===== src/rtl/alu_op_issue_stage_if.sv =====
// Handshake bundle between decode and the ALU op issue stage.
// master = the issue stage, slave = the surrounding pipeline.
interface alu_op_issue_stage_if #(
    parameter int OPCODE_LENGTH = 4,
    parameter int TAG_WIDTH     = 32
);
    logic                     in_valid;
    logic                     in_ready;
    logic [6:0]               in_opcode;
    logic [2:0]               in_funct3;
    logic                     in_funct7b5;
    logic [TAG_WIDTH-1:0]     in_tag;
    logic                     out_valid;
    logic                     out_ready;
    logic [OPCODE_LENGTH-1:0] out_operation;
    logic                     out_alu_src_imm;
    logic                     out_illegal;
    logic [TAG_WIDTH-1:0]     out_tag;

    modport master (
        input  in_valid, in_opcode, in_funct3, in_funct7b5, in_tag,
        input  out_ready,
        output in_ready,
        output out_valid, out_operation, out_alu_src_imm, out_illegal,
        output out_tag
    );

    modport slave (
        output in_valid, in_opcode, in_funct3, in_funct7b5, in_tag,
        output out_ready,
        input  in_ready,
        input  out_valid, out_operation, out_alu_src_imm, out_illegal,
        input  out_tag
    );
endinterface


===== src/rtl/alu_op_issue_stage.sv =====
// Decodes opcode/funct3/funct7[5] into an ALU operation code and
// presents it through an output register backed by one skid entry.
module alu_op_issue_stage #(
    parameter int OPCODE_LENGTH = 4,
    parameter int TAG_WIDTH     = 32
) (
    input  logic clk,
    input  logic reset,
    input  logic flush,
    alu_op_issue_stage_if.master io
);

    localparam logic [6:0] OPC_R     = 7'b0110011;
    localparam logic [6:0] OPC_I     = 7'b0010011;
    localparam logic [6:0] OPC_LOAD  = 7'b0000011;
    localparam logic [6:0] OPC_STORE = 7'b0100011;
    localparam logic [6:0] OPC_JALR  = 7'b1100111;
    localparam logic [6:0] OPC_LUI   = 7'b0110111;
    localparam logic [6:0] OPC_BR    = 7'b1100011;

    localparam logic [OPCODE_LENGTH-1:0] OP_AND   = OPCODE_LENGTH'(4'b0000);
    localparam logic [OPCODE_LENGTH-1:0] OP_XOR   = OPCODE_LENGTH'(4'b0001);
    localparam logic [OPCODE_LENGTH-1:0] OP_SUB   = OPCODE_LENGTH'(4'b0010);
    localparam logic [OPCODE_LENGTH-1:0] OP_OR    = OPCODE_LENGTH'(4'b0011);
    localparam logic [OPCODE_LENGTH-1:0] OP_ADD   = OPCODE_LENGTH'(4'b0100);
    localparam logic [OPCODE_LENGTH-1:0] OP_EQ    = OPCODE_LENGTH'(4'b1000);
    localparam logic [OPCODE_LENGTH-1:0] OP_SLL   = OPCODE_LENGTH'(4'b1001);
    localparam logic [OPCODE_LENGTH-1:0] OP_PASSB = OPCODE_LENGTH'(4'b1010);
    localparam logic [OPCODE_LENGTH-1:0] OP_SRL   = OPCODE_LENGTH'(4'b1100);
    localparam logic [OPCODE_LENGTH-1:0] OP_SRA   = OPCODE_LENGTH'(4'b1101);
    localparam logic [OPCODE_LENGTH-1:0] OP_SLT   = OPCODE_LENGTH'(4'b1110);

    typedef struct packed {
        logic [OPCODE_LENGTH-1:0] op;
        logic                     imm;
        logic                     ill;
        logic [TAG_WIDTH-1:0]     tag;
    } entry_t;

    entry_t dec;
    entry_t out_q, out_d;
    entry_t skid_q, skid_d;
    logic   out_valid_q, out_valid_d;
    logic   skid_valid_q, skid_valid_d;
    logic   accept;
    logic   advance;
    logic   is_i;

    always_comb begin
        dec     = '0;
        dec.tag = io.in_tag;
        is_i    = (io.in_opcode == OPC_I);
        case (io.in_opcode)
            OPC_R, OPC_I: begin
                dec.imm = is_i;
                case (io.in_funct3)
                    3'b000: dec.op = (io.in_funct7b5 && !is_i) ? OP_SUB : OP_ADD;
                    3'b001: begin
                        dec.op  = OP_SLL;
                        dec.ill = is_i && io.in_funct7b5;
                    end
                    3'b010: dec.op = OP_SLT;
                    3'b011: dec.ill = 1'b1;
                    3'b100: dec.op = OP_XOR;
                    3'b101: dec.op = io.in_funct7b5 ? OP_SRA : OP_SRL;
                    3'b110: dec.op = OP_OR;
                    default: dec.op = OP_AND;
                endcase
            end
            OPC_LOAD, OPC_STORE, OPC_JALR: begin
                dec.op  = OP_ADD;
                dec.imm = 1'b1;
            end
            OPC_LUI: begin
                dec.op  = OP_PASSB;
                dec.imm = 1'b1;
            end
            OPC_BR: begin
                case (io.in_funct3)
                    3'b000:  dec.op  = OP_EQ;
                    3'b100:  dec.op  = OP_SLT;
                    default: dec.ill = 1'b1;
                endcase
            end
            default: dec.ill = 1'b1;
        endcase
        // Illegal entries carry a canonical AND/reg payload downstream
        if (dec.ill) begin
            dec.op  = OP_AND;
            dec.imm = 1'b0;
        end
    end

    assign accept  = io.in_valid && !skid_valid_q;
    assign advance = !out_valid_q || io.out_ready;

    always_comb begin
        out_d        = out_q;
        skid_d       = skid_q;
        out_valid_d  = out_valid_q;
        skid_valid_d = skid_valid_q;
        if (flush) begin
            out_valid_d  = 1'b0;
            skid_valid_d = 1'b0;
        end else if (advance) begin
            if (skid_valid_q) begin
                out_d = skid_q;
            end else if (accept) begin
                out_d = dec;
            end
            out_valid_d = skid_valid_q || accept;
            if (skid_valid_q && accept) begin
                skid_d       = dec;
                skid_valid_d = 1'b1;
            end else begin
                skid_valid_d = 1'b0;
            end
        end else if (accept) begin
            skid_d       = dec;
            skid_valid_d = 1'b1;
        end
    end

    always_ff @(posedge clk or posedge reset) begin
        if (reset) begin
            out_q        <= '0;
            skid_q       <= '0;
            out_valid_q  <= 1'b0;
            skid_valid_q <= 1'b0;
        end else begin
            out_q        <= out_d;
            skid_q       <= skid_d;
            out_valid_q  <= out_valid_d;
            skid_valid_q <= skid_valid_d;
        end
    end

    assign io.in_ready        = !skid_valid_q;
    assign io.out_valid       = out_valid_q;
    assign io.out_operation   = out_q.op;
    assign io.out_alu_src_imm = out_q.imm;
    assign io.out_illegal     = out_q.ill;
    assign io.out_tag         = out_q.tag;

endmodule


===== src/flat_wrapper.sv =====
// flat-port wrapper written by rule: the top's interface ports become plain ports
module alu_op_issue_stage_flat 
#(
    parameter int OPCODE_LENGTH = 4,
    parameter int TAG_WIDTH     = 32
)
  (clk, reset, flush, io_in_valid, io_in_opcode, io_in_funct3, io_in_funct7b5, io_in_tag, io_out_ready, io_in_ready, io_out_valid, io_out_operation, io_out_alu_src_imm, io_out_illegal, io_out_tag);
  alu_op_issue_stage_if #(.OPCODE_LENGTH(OPCODE_LENGTH), .TAG_WIDTH(TAG_WIDTH)) io_i ();
  input  logic clk;
  input  logic reset;
  input  logic flush;
  input wire logic [$bits(io_i.in_valid)-1:0] io_in_valid;
  input wire logic [$bits(io_i.in_opcode)-1:0] io_in_opcode;
  input wire logic [$bits(io_i.in_funct3)-1:0] io_in_funct3;
  input wire logic [$bits(io_i.in_funct7b5)-1:0] io_in_funct7b5;
  input wire logic [$bits(io_i.in_tag)-1:0] io_in_tag;
  input wire logic [$bits(io_i.out_ready)-1:0] io_out_ready;
  output wire logic [$bits(io_i.in_ready)-1:0] io_in_ready;
  output wire logic [$bits(io_i.out_valid)-1:0] io_out_valid;
  output wire logic [$bits(io_i.out_operation)-1:0] io_out_operation;
  output wire logic [$bits(io_i.out_alu_src_imm)-1:0] io_out_alu_src_imm;
  output wire logic [$bits(io_i.out_illegal)-1:0] io_out_illegal;
  output wire logic [$bits(io_i.out_tag)-1:0] io_out_tag;
  assign io_i.in_valid = io_in_valid;
  assign io_i.in_opcode = io_in_opcode;
  assign io_i.in_funct3 = io_in_funct3;
  assign io_i.in_funct7b5 = io_in_funct7b5;
  assign io_i.in_tag = io_in_tag;
  assign io_i.out_ready = io_out_ready;
  assign io_in_ready = io_i.in_ready;
  assign io_out_valid = io_i.out_valid;
  assign io_out_operation = io_i.out_operation;
  assign io_out_alu_src_imm = io_i.out_alu_src_imm;
  assign io_out_illegal = io_i.out_illegal;
  assign io_out_tag = io_i.out_tag;
  alu_op_issue_stage #(.OPCODE_LENGTH(OPCODE_LENGTH), .TAG_WIDTH(TAG_WIDTH)) u_core (.clk(clk), .reset(reset), .flush(flush), .io(io_i));
endmodule

===== config.mk =====
export PLATFORM = sky130hd
export DESIGN_NAME = alu_op_issue_stage_flat
export DESIGN_NICKNAME = d
export VERILOG_FILES = /design/src/rtl/alu_op_issue_stage_if.sv /design/src/rtl/alu_op_issue_stage.sv /design/src/flat_wrapper.sv
export SDC_FILE = /design/constraint.sdc
export NUM_CORES = 1
export LEC_CHECK = 0
export CAP_MARGIN = 20
export CORE_ASPECT_RATIO = 1.5
export CORE_MARGIN = 1
export CORE_UTILIZATION = 35
export CTS_BUF_LIST = sky130_fd_sc_hd__clkbuf_16
export DETAILED_ROUTE_END_ITERATION = 10
export MAX_ROUTING_LAYER = met4
export PLACE_DENSITY = 0.61
export SKIP_LAST_GASP = 1
export SLEW_MARGIN = 20
export SYNTH_ARGS = -nofsm -noshare
export SYNTH_HDL_FRONTEND = slang
export SYNTH_SLANG_ARGS = --single-unit

===== constraint.sdc =====
create_clock -name clk -period 3.85 [get_ports clk]
set_clock_uncertainty 0.2 [all_clocks]
set_input_delay 1.155 -clock clk [delete_from_list [all_inputs] [get_ports clk]]
set_output_delay 1.155 -clock clk [all_outputs]
set_load 0.03 [all_outputs]

==> results.py, run 1 <==
metrics = {
    "worst_setup_path": {
        "critPathRequiredTime_ns": 3.85,
        "critical_path.endpoint_type": "flip-flop",
        "list_of_cells_traversed_by_the_critical_path": "clkdlybuf4s50_1, nor2_1, or3_2, buf_4, nand2_1, o21ai_1",
        "delay_of_the_slowest_cell_on_the_worst_path_ns": 0.65,
        "critical_path_class": "primary input to flip-flop",
        "crit_path_max_fanout": 32,
        "critPathSlowestCell": "sky130_fd_sc_hd__or3_2",
        "cp-start-kind": "primary input",
        "cp_num_buf_inv": 2,
        "crit_arrival_ns": 2.87,
        "timing.critical_path.max_delay_family": "simple AND/OR/NAND/NOR gates",
    },
    "synth": {
        "synth_flop_cell": "sky130_fd_sc_hd__dfrtp_1",
        "synthDominantAreaCellType": "sky130_fd_sc_hd__dfrtp_1",
        "synth_warnings": 0,
        "synth.avg_cell_area_sq_um": 11.71,
        "async_flop_share_pct": 100.0,
        "synth_edf_count": 0,
        "yosysSeqAreaShare_pct": 55.20,
        "syn-instance-count": 302,
        "synth_cell_type_count": 40,
        "synth_seq_cells": 78,
        "synth_largest_type_area_fraction_pct": 55.20,
        "yosys-top-cells-area": "sky130_fd_sc_hd__dfrtp_1, sky130_fd_sc_hd__mux2_1, sky130_fd_sc_hd__mux2i_1",
        "cell_types_with_the_highest_counts_after_synthesis": "sky130_fd_sc_hd__dfrtp_1, sky130_fd_sc_hd__nand2_1, sky130_fd_sc_hd__o21ai_1, sky130_fd_sc_hd__mux2i_1, sky130_fd_sc_hd__mux2_1",
        "synth_area_sq_um": 3536,
        "mappedNetlistNets": 350,
        "yosysMostFrequentCell": "sky130_fd_sc_hd__dfrtp_1",
    },
    "layout": {
        "drive_above_1_share_pct": 9.439,
        "insertedDiodeCount": 0,
        "regArea_sq_um": 1953,
        "nFillCells": 912,
        "multiInputGateArea_sq_um": 1481,
        "area.growth.synth_to_final_pct": 35.63,
        "final_util_pct": 49.22,
        "nets": 436,
    },
    "sta": {
        "finalCriticalPeriod_ns": 2.871,
        "timing.final.max_slew_violations": 0,
        "setup-tns-final_ns": 0,
        "worst_slew_margin_rel_pct": 51.18,
        "rsz0062_at_grt": "false",
        "finalHoldWorstSlack_ns": 0.2679,
        "tightestPinTransition_ns": 0.7267,
        "post-route-period-util_pct": 74.56,
        "final_hold_viol_count": 0,
        "setup_violations": 0,
        "timing.fmax_mhz": 348.4,
    },
    "global_routing": {
        "grt_usage_pct": 16.37,
        "overflow": 0,
        "number_of_antenna_violations_at_the_first_check_in_global_routing": 0,
        "grt_first_pass_wirelength_um": 12880,
        "grt_pass1_vias": 2640,
        "pin_count_of_the_biggest_net_entering_global_routing": 47,
    },
    "detailed_routing": {
        "drc": 10,
        "routed_vias_inst": 4.984,
        "detail-route-antenna-nets": 0,
        "drt-wirelength-per-cell_um": 15.39,
        "postRouteWirelength_um": 7803,
        "drt_iter0_drc": 145,
        "routed-via-count": 2527,
        "number_of_detailed_route_iterations_in_the_first_pass": 7,
    },
    "clock_network": {
        "cts.hold.buffers_added": 0,
        "skew_pair_late_insertion_delay_ns": 0.32,
        "ctsResizeCount": 0,
        "post-cts-setup-buffers": 0,
        "path_clk_slew_ns": 0.05,
        "cts_buffer_depth": 2,
        "clock_buffers_created_by_tritoncts": 9,
        "numClockSinks": 78,
        "clock_tree.htree_level_count": 3,
        "cts_tree": "yes",
        "clockRootBuffer": "sky130_fd_sc_hd__clkbuf_16",
    },
    "die": {
        "die_height_um": 125.1,
        "die_area_sq_um": 10520,
        "floorplan.io_pins": 88,
        "number_of_placement_rows": 44,
        "die_w_um": 84.07,
        "start_util_pct": 36.29,
        "core-area_sq_um": 9744,
    },
    "placement": {
        "dp_hpwl_um": 5477,
        "buffer_ports.inserted": 87,
        "place.gp.congestion": 0.7502,
    },
    "power_and_ir_drop": {
        "ir_worst_vdd_v": 0.0001869,
        "power.density_nw_per_um2": 484.0,
        "p_leak_nw": 2.032,
        "pwr_total_mw": 2.321,
    },
    "run_status": {
        "violated_checks": "design-rule violations",
        "outcome": "finished, violations left",
    },
    "worst_hold_path": {
        "hold_path.class": "flip-flop to flip-flop",
    },
    "flow_run": {
        "maxCapViolations": 0,
    },
}
==> worst min-delay path: cells and delay by family (launching register included) <==
family | cells | cell delay (ns)
flops | 1 | 0.34
compound gates | 1 | 0.05
simple gates | 1 | 0.05
==> where the power goes <==
group          switching (mW)  internal (mW)
sequential             0.0810          0.967
clock                   0.290          0.486
combinational           0.260          0.238
total                   0.630           1.69
==> registers in the layout, indices dropped and copies added, names as in the netlist <==
register	flops
u_core.io.out_valid	1
u_core.io.out_alu_src_imm	1
u_core.io.out_operation	4
u_core.io.out_tag	32
u_core.skid_q	38
u_core.io.out_illegal	1
u_core.skid_valid_q	1
==> through the flow <==
stage                     cell area (sq um)  std cells  worst slack [ns]
after floorplan                        3536        302            0.5000
after global placement                 4522        492            0.6433
after detailed placement               4522        492            0.6443
after CTS                              4796        507            0.9669
after global routing                   4796        507            0.8953
final                                  4796        507            0.9795
==> cell families (layout without fill, tap and decap cells) <==
kind of cell	Yosys count	in the layout	synth area share, %
muxes	66	66	19.89
buffers and inverters	22	112	3.078
AOI/OAI and AO/OA	65	65	12.17
DFF	78	78	55.20
and+or+nand+nor	71	71	9.661
==> metal layers <==
layer	vias to the layer above	part of all wire [%]	track usage [%]
met5	-	0	-
met4	0	2.8	8.215
met3	14	3.7	3.432
met2	57	52	27.92
met1	1219	41	17.95
li1	1237	-	-
==> cells in the final DEF (no fill, tap or decap), types with 3 or more instances in the layout <==
cell	synthesis	routed
sky130_fd_sc_hd__o21ai_0	4	4
sky130_fd_sc_hd__a21oi_2	4	4
sky130_fd_sc_hd__o41ai_2	3	3
sky130_fd_sc_hd__clkbuf_16	0	9
sky130_fd_sc_hd__and3_1	5	5
sky130_fd_sc_hd__inv_1	3	6
sky130_fd_sc_hd__buf_4	0	5
sky130_fd_sc_hd__mux2_1	30	30
sky130_fd_sc_hd__mux2i_1	32	32
sky130_fd_sc_hd__nand3b_1	3	3
sky130_fd_sc_hd__a21oi_1	6	6
sky130_fd_sc_hd__o31ai_1	4	4
sky130_fd_sc_hd__nor2_1	7	7
sky130_fd_sc_hd__mux2_2	4	4
sky130_fd_sc_hd__nor2b_1	3	3
sky130_fd_sc_hd__o21ai_1	33	33
sky130_fd_sc_hd__clkdlybuf4s50_1	0	87
sky130_fd_sc_hd__nand2_1	41	41
sky130_fd_sc_hd__dfrtp_1	78	77
==> final timing paths <==
check / start / to / slack [ns] / depth (start not counted)
worst max-delay path: io_in_valid / u_core.io.out_tag[24] / 0.98 / 6
worst min-delay path: u_core.skid_q[36] / u_core.skid_q[36] / 0.27 / 2
worst max register to register: u_core.skid_valid_q / u_core.io.out_tag[24] / 1.15 / 6
worst min register to register: u_core.skid_q[36] / u_core.skid_q[36] / 0.27 / 2
max in group asynchronous: reset / u_core.skid_q[2] / 1.95 / 3
min in group asynchronous: reset / u_core.io.out_tag[1] / 0.91 / 2
==> layout make-up <==
type,count,area share (%)
flip-flops and latches,78,40.73
multi-input cells,202,30.89
repair buffers,93,19.36
clock buffers,9,4.696
well taps,115,3.000
clock inverters,6,1.017
inverters,4,0.3131
Note: power is estimated with default switching activity, not from simulation.
==> run 2, diff against run 1 <==
--- a/config.mk
+++ b/config.mk
@@ -12,7 +12,7 @@
 export CTS_BUF_LIST = sky130_fd_sc_hd__clkbuf_16
 export DETAILED_ROUTE_END_ITERATION = 10
 export MAX_ROUTING_LAYER = met4
-export PLACE_DENSITY = 0.61
+export PLACE_DENSITY = 0.63
 export SKIP_LAST_GASP = 1
 export SLEW_MARGIN = 20
 export SYNTH_ARGS = -nofsm -noshare
==> constraint.sdc (replaced) <==
create_clock -name clk -period 2.3 [get_ports clk]
set_clock_uncertainty 0.2 [all_clocks]
set_input_delay 0.69 -clock clk [delete_from_list [all_inputs] [get_ports clk]]
set_output_delay 0.69 -clock clk [all_outputs]
set_load 0.03 [all_outputs]
==> results.py, run 2 (synthesis results as in run 1) <==
metrics = {
    "sta": {
        "finalCriticalPeriod_ns": 2.268,
        "final_hold_viol_count": 0,
        "post-route-period-util_pct": 98.63,
        "worst_slew_margin_rel_pct": 68.20,
        "setup_violations": 0,
        "timing.final.max_slew_violations": 0,
        "tightestPinTransition_ns": 0.4770,
        "rsz0062_at_grt": "false",
        "timing.fmax_mhz": 440.8,
        "finalHoldWorstSlack_ns": 0.2698,
    },
    "worst_setup_path": {
        "cp-start-kind": "flip-flop",
        "critPathRequiredTime_ns": 1.41,
        "critical_path.endpoint_type": "primary output",
        "rr_worst_depth": 7,
        "worst-r2r-setup-slack_ns": 0.53,
        "crit_arrival_ns": 1.38,
        "startpoint_of_the_worst_register_to_register_path": "u_core.skid_valid_q",
        "timing.critical_path.max_delay_family": "buffers and inverters",
        "delay_of_the_slowest_cell_on_the_worst_path_ns": 0.68,
        "r2r_end": "u_core.io.out_operation[2]",
        "list_of_cells_traversed_by_the_critical_path": "clkdlybuf4s50_1",
        "critical_path_class": "flip-flop to primary output",
        "crit_path_max_fanout": 2,
        "cp_num_buf_inv": 1,
        "critPathSlowestCell": "sky130_fd_sc_hd__clkdlybuf4s50_1",
    },
    "clock_network": {
        "numClockSinks": 78,
        "clock_tree.htree_level_count": 3,
        "path_clk_slew_ns": 0.06,
        "clockRootBuffer": "sky130_fd_sc_hd__clkbuf_16",
        "skew_pair_late_insertion_delay_ns": 0.33,
        "cts_buffer_depth": 2,
        "clock_buffers_created_by_tritoncts": 9,
        "post-cts-setup-buffers": 0,
        "cts_tree": "yes",
    },
    "die": {
        "die_area_sq_um": 10520,
        "floorplan.io_pins": 88,
        "start_util_pct": 36.29,
        "die_height_um": 125.1,
        "die_w_um": 84.07,
        "number_of_placement_rows": 44,
        "core-area_sq_um": 9744,
    },
    "layout": {
        "finalNonFillerCells": 533,
        "area.growth.synth_to_final_pct": 43.03,
        "regArea_sq_um": 1953,
        "registers.top_by_ff_count": "u_core.skid_q",
        "nFillCells": 881,
        "multiInputGateArea_sq_um": 1485,
        "nets": 461,
        "insertedDiodeCount": 0,
        "largest_register_ff_count": 38,
        "layout.cells.most_common": "sky130_fd_sc_hd__dfrtp_1",
        "final_util_pct": 51.90,
        "most_used_cells_in_the_layout_excluding_fill_and_tap_cells": "sky130_fd_sc_hd__dfrtp_1, sky130_fd_sc_hd__clkdlybuf4s50_1, sky130_fd_sc_hd__nand2_1, sky130_fd_sc_hd__o21ai_1, sky130_fd_sc_hd__mux2i_1",
        "drive_above_1_share_pct": 15.07,
    },
    "detailed_routing": {
        "postRouteWirelength_um": 7752,
        "number_of_detailed_route_iterations_in_the_first_pass": 7,
        "drt_iter0_drc": 120,
        "routed_vias_inst": 4.979,
        "detail-route-antenna-nets": 0,
        "drc": 12,
        "routed-via-count": 2654,
        "drt-wirelength-per-cell_um": 14.54,
    },
    "run_status": {
        "violated_checks": "design-rule violations",
        "outcome": "finished, violations left",
    },
    "placement": {
        "place.gp.congestion": 0.8324,
        "dp_hpwl_um": 5724,
        "buffer_ports.inserted": 87,
        "placed_cells_incl_taps": 517,
    },
    "global_routing": {
        "overflow": 0,
        "grt_first_pass_wirelength_um": 13190,
        "pin_count_of_the_biggest_net_entering_global_routing": 35,
        "grt_pass1_vias": 2776,
        "grt_usage_pct": 16.50,
        "number_of_antenna_violations_at_the_first_check_in_global_routing": 0,
    },
    "worst_hold_path": {
        "hold_path.class": "flip-flop to flip-flop",
        "hold_start": "u_core.skid_q[36]",
        "worst_hold_path.endpoint": "u_core.skid_q[36]",
        "timing.hold.worst_path_depth": 2,
    },
    "power_and_ir_drop": {
        "power.density_nw_per_um2": 780.2,
        "p_leak_nw": 2.290,
        "pwr_total_mw": 3.946,
        "ir_worst_vdd_v": 0.0003723,
    },
    "flow_run": {
        "maxCapViolations": 0,
    },
}
## run 2: cell types whose count changed in the layout (fill, tap and decap cells not counted), moves of 2 or more
cell                              before  now
sky130_fd_sc_hd__clkinv_1              1    4
sky130_fd_sc_hd__clkinvlp_4            0    2
sky130_fd_sc_hd__buf_12                1    4
sky130_fd_sc_hd__inv_1                 6    3
sky130_fd_sc_hd__buf_4                 5   26
sky130_fd_sc_hd__clkdlybuf4s50_1      87   74
sky130_fd_sc_hd__dlygate4sd2_1         0    4
sky130_fd_sc_hd__dlymetal6s2s_1        0    9
## run 2: final cells by class
type,instances,area share [%]
Tap cell,115,2.845
Sequential cell,78,38.62
Timing Repair Buffer,118,23.23
Clock buffer,9,4.453
Inverter,4,0.3711
Multi-Input combinational cell,202,29.37
Clock inverter,7,1.113
## run 2: worst max path at each step
stage / start / end / slack (ns) / cells past startpoint
2_1_floorplan: io_in_opcode[5] / u_core.io.out_alu_src_imm / 0.27 / 6
3_3_place_gp: io_in_opcode[4] / u_core.io.out_alu_src_imm / -0.26 / 6
3_5_place_dp: io_in_opcode[4] / u_core.io.out_operation[3] / -0.31 / 6
4_1_cts: u_core.io.out_operation[1] / io_out_operation[1] / 0.0002 / 1
5_1_grt: u_core.io.out_tag[30] / io_out_tag[30] / 0.004 / 1
6_report: u_core.io.out_tag[23] / io_out_tag[23] / 0.03 / 1
## run 2: layer usage
layer  vias up  GRT usage [%]  wire length, um
li1       1296              -                -
met1      1289          18.51             3120
met2        55          27.82             4124
met3        14          2.706              309
met4         0          9.128              197
met5         -              -                0
## run 2: through the flow
step	TNS, ns	worst slack, ns	area [sq um]
final	0	0.03153	5057
after global routing	0	0.004092	5057
after CTS	0	0.0002020	5027
after detailed placement	-11.50	-0.3083	4751
after global placement	-10.89	-0.2646	4751
after floorplan	0	0.2673	3540
## run 2: power breakdown
part	switching (mW)	internal [mW]
Combinational	0.442	0.424
Clock	0.519	0.820
Sequential	0.122	1.62
## run 2: what timing repair did
action	in CTS	in global routing
pin swaps	0	1
endpoints found under the setup margin	4	18
gates resized for setup	4	12
hold buffers	0	0
==> run 3, diff against run 2 <==
==> constraint.sdc (replaced) <==
create_clock -name clk -period 2.3 [get_ports clk]
set_clock_uncertainty 0.2 [all_clocks]
set_input_delay 0.575 -clock clk [delete_from_list [all_inputs] [get_ports clk]]
set_output_delay 0.575 -clock clk [all_outputs]
set_load 0.03 [all_outputs]
==> results.py, run 3 (synthesis results as in run 1) <==
metrics = {
    "layout": {
        "nFillCells": 891,
        "layout.cells.most_common": "sky130_fd_sc_hd__clkdlybuf4s50_1",
        "registers.top_by_ff_count": "u_core.skid_q",
        "insertedDiodeCount": 0,
        "nets": 461,
        "regArea_sq_um": 1953,
        "drive_above_1_share_pct": 15.79,
        "largest_register_ff_count": 38,
        "most_used_cells_in_the_layout_excluding_fill_and_tap_cells": "sky130_fd_sc_hd__clkdlybuf4s50_1, sky130_fd_sc_hd__dfrtp_1, sky130_fd_sc_hd__nand2_1, sky130_fd_sc_hd__o21ai_1, sky130_fd_sc_hd__mux2i_1",
        "final_design_area_no_fill_sq_um": 5045,
        "area.growth.synth_to_final_pct": 42.68,
        "multiInputGateArea_sq_um": 1481,
        "finalNonFillerCells": 533,
    },
    "detailed_routing": {
        "drt_iter0_drc": 112,
        "postRouteWirelength_um": 7966,
        "drc": 12,
        "drt-wirelength-per-cell_um": 14.95,
        "routed_vias_inst": 4.991,
        "routed-via-count": 2660,
        "number_of_detailed_route_iterations_in_the_first_pass": 7,
        "detail-route-antenna-nets": 0,
    },
    "sta": {
        "worst_slew_margin_rel_pct": 68.53,
        "setup_violations": 0,
        "timing.final.max_slew_violations": 0,
        "tightestPinTransition_ns": 0.4720,
        "rsz0062_at_grt": "false",
        "finalCriticalPeriod_ns": 2.169,
        "finalHoldWorstSlack_ns": 0.2775,
        "timing.final.ws_setup_ns": 0.1311,
        "post-route-period-util_pct": 94.30,
        "timing.fmax_mhz": 461.1,
        "final_hold_viol_count": 0,
    },
    "placement": {
        "place.gp.congestion": 0.8014,
        "dp_hpwl_um": 5895,
        "placed_cells_incl_taps": 517,
        "dpl_cell_area_sq_um": 4763,
        "dp_worst_setup_slack_ns": -0.2036,
        "buffer_ports.inserted": 87,
    },
    "worst_setup_path": {
        "startpoint": "u_core.io.out_operation[3]",
        "list_of_cells_traversed_by_the_critical_path": "clkdlybuf4s50_1",
        "crit_arrival_ns": 1.39,
        "critPathRequiredTime_ns": 1.52,
        "critical_path.endpoint_type": "primary output",
        "crit_path_max_fanout": 2,
        "startpoint_of_the_worst_register_to_register_path": "u_core.io.out_valid",
        "cp-start-kind": "flip-flop",
        "cp_num_buf_inv": 1,
        "timing.critical_path.max_delay_family": "buffers and inverters",
        "delay_of_the_slowest_cell_on_the_worst_path_ns": 0.68,
        "critPathSlowestCell": "sky130_fd_sc_hd__clkdlybuf4s50_1",
        "critical_path_class": "flip-flop to primary output",
    },
    "run_status": {
        "violated_checks": "design-rule violations",
        "outcome": "finished, violations left",
    },
    "die": {
        "floorplan.io_pins": 88,
        "start_util_pct": 36.29,
        "die_area_sq_um": 10520,
        "core-area_sq_um": 9744,
        "number_of_placement_rows": 44,
        "die_w_um": 84.07,
        "die_height_um": 125.1,
    },
    "clock_network": {
        "skew_pair_late_insertion_delay_ns": 0.33,
        "clock_tree.htree_level_count": 3,
        "numClockSinks": 78,
        "cts.hold.buffers_added": 0,
        "cts_tree": "yes",
        "path_clk_slew_ns": 0.05,
        "clock_buffers_created_by_tritoncts": 9,
        "clockRootBuffer": "sky130_fd_sc_hd__clkbuf_16",
        "cts_buffer_depth": 2,
    },
    "global_routing": {
        "overflow": 0,
        "grt_pass1_vias": 2859,
        "number_of_antenna_violations_at_the_first_check_in_global_routing": 0,
        "grt_usage_pct": 16.82,
        "pin_count_of_the_biggest_net_entering_global_routing": 37,
        "grt_first_pass_wirelength_um": 13450,
    },
    "power_and_ir_drop": {
        "pwr_total_mw": 3.966,
        "p_leak_nw": 2.173,
        "ir_worst_vdd_v": 0.0003610,
        "power.density_nw_per_um2": 786.1,
    },
    "flow_run": {
        "maxCapViolations": 0,
    },
    "worst_hold_path": {
        "hold_start": "u_core.skid_q[37]",
        "hold_path.class": "flip-flop to flip-flop",
    },
}
==> run 3: worst min-delay path: stages (launching register included) <==
cell	delay, ns
sky130_fd_sc_hd__dfrtp_1	0.34
sky130_fd_sc_hd__nand2_1	0.05
sky130_fd_sc_hd__o31ai_1	0.05
==> run 3: layout make-up <==
type / instances / area share, %
inverters: 4 / 0.3720
well taps: 115 / 2.852
clock buffers: 9 / 4.464
flip-flops and latches: 78 / 38.72
multi-input cells: 202 / 29.37
clock inverters: 7 / 1.141
repair buffers: 118 / 23.09
==> run 3: report_power, final <==
| part | internal [mW] | total [mW] | leakage [nW] | switching [mW] |
|---|---|---|---|---|
| Clock | 0.824 | 1.35 | 0.151 | 0.525 |
| Combinational | 0.429 | 0.870 | 1.05 | 0.441 |
| Sequential | 1.62 | 1.75 | 0.974 | 0.129 |
==> run 3: worst paths after layout <==
kind                                              end  slack [ns]  cells past startpoint
max in group asynchronous        u_core.io.out_tag[0]        0.98                      3
min reg2reg                         u_core.skid_q[37]        0.28                      2
max                               io_out_operation[3]        0.13                      1
min                                 u_core.skid_q[37]        0.28                      2
max reg2reg                     u_core.io.out_tag[14]        0.39                      5
min in group asynchronous  u_core.io.out_operation[0]        0.40                      2
==> run 3: repair_timing <==
action | in CTS | in global routing
setup endpoints to repair | 1 | 0
setup buffers | 0 | 0
gates resized for setup | 1 | 0
==> run 3: layer usage <==
layer | part of all wire [%] | global-route usage, %
met5 | 0 | -
met4 | 2.0 | 7.606
met3 | 4.0 | 3.102
met2 | 53 | 29.41
met1 | 41 | 18.43
==> run 3: stage by stage <==
| stage | util (%) | setup TNS (ns) |
|---|---|---|
| detailed placement | 48.88 | -5.451 |
| global route | 51.77 | 0 |
| finish | 51.77 | 0 |
| global placement | 48.88 | -4.850 |
| CTS | 51.77 | 0 |
| floorplan | - | 0 |
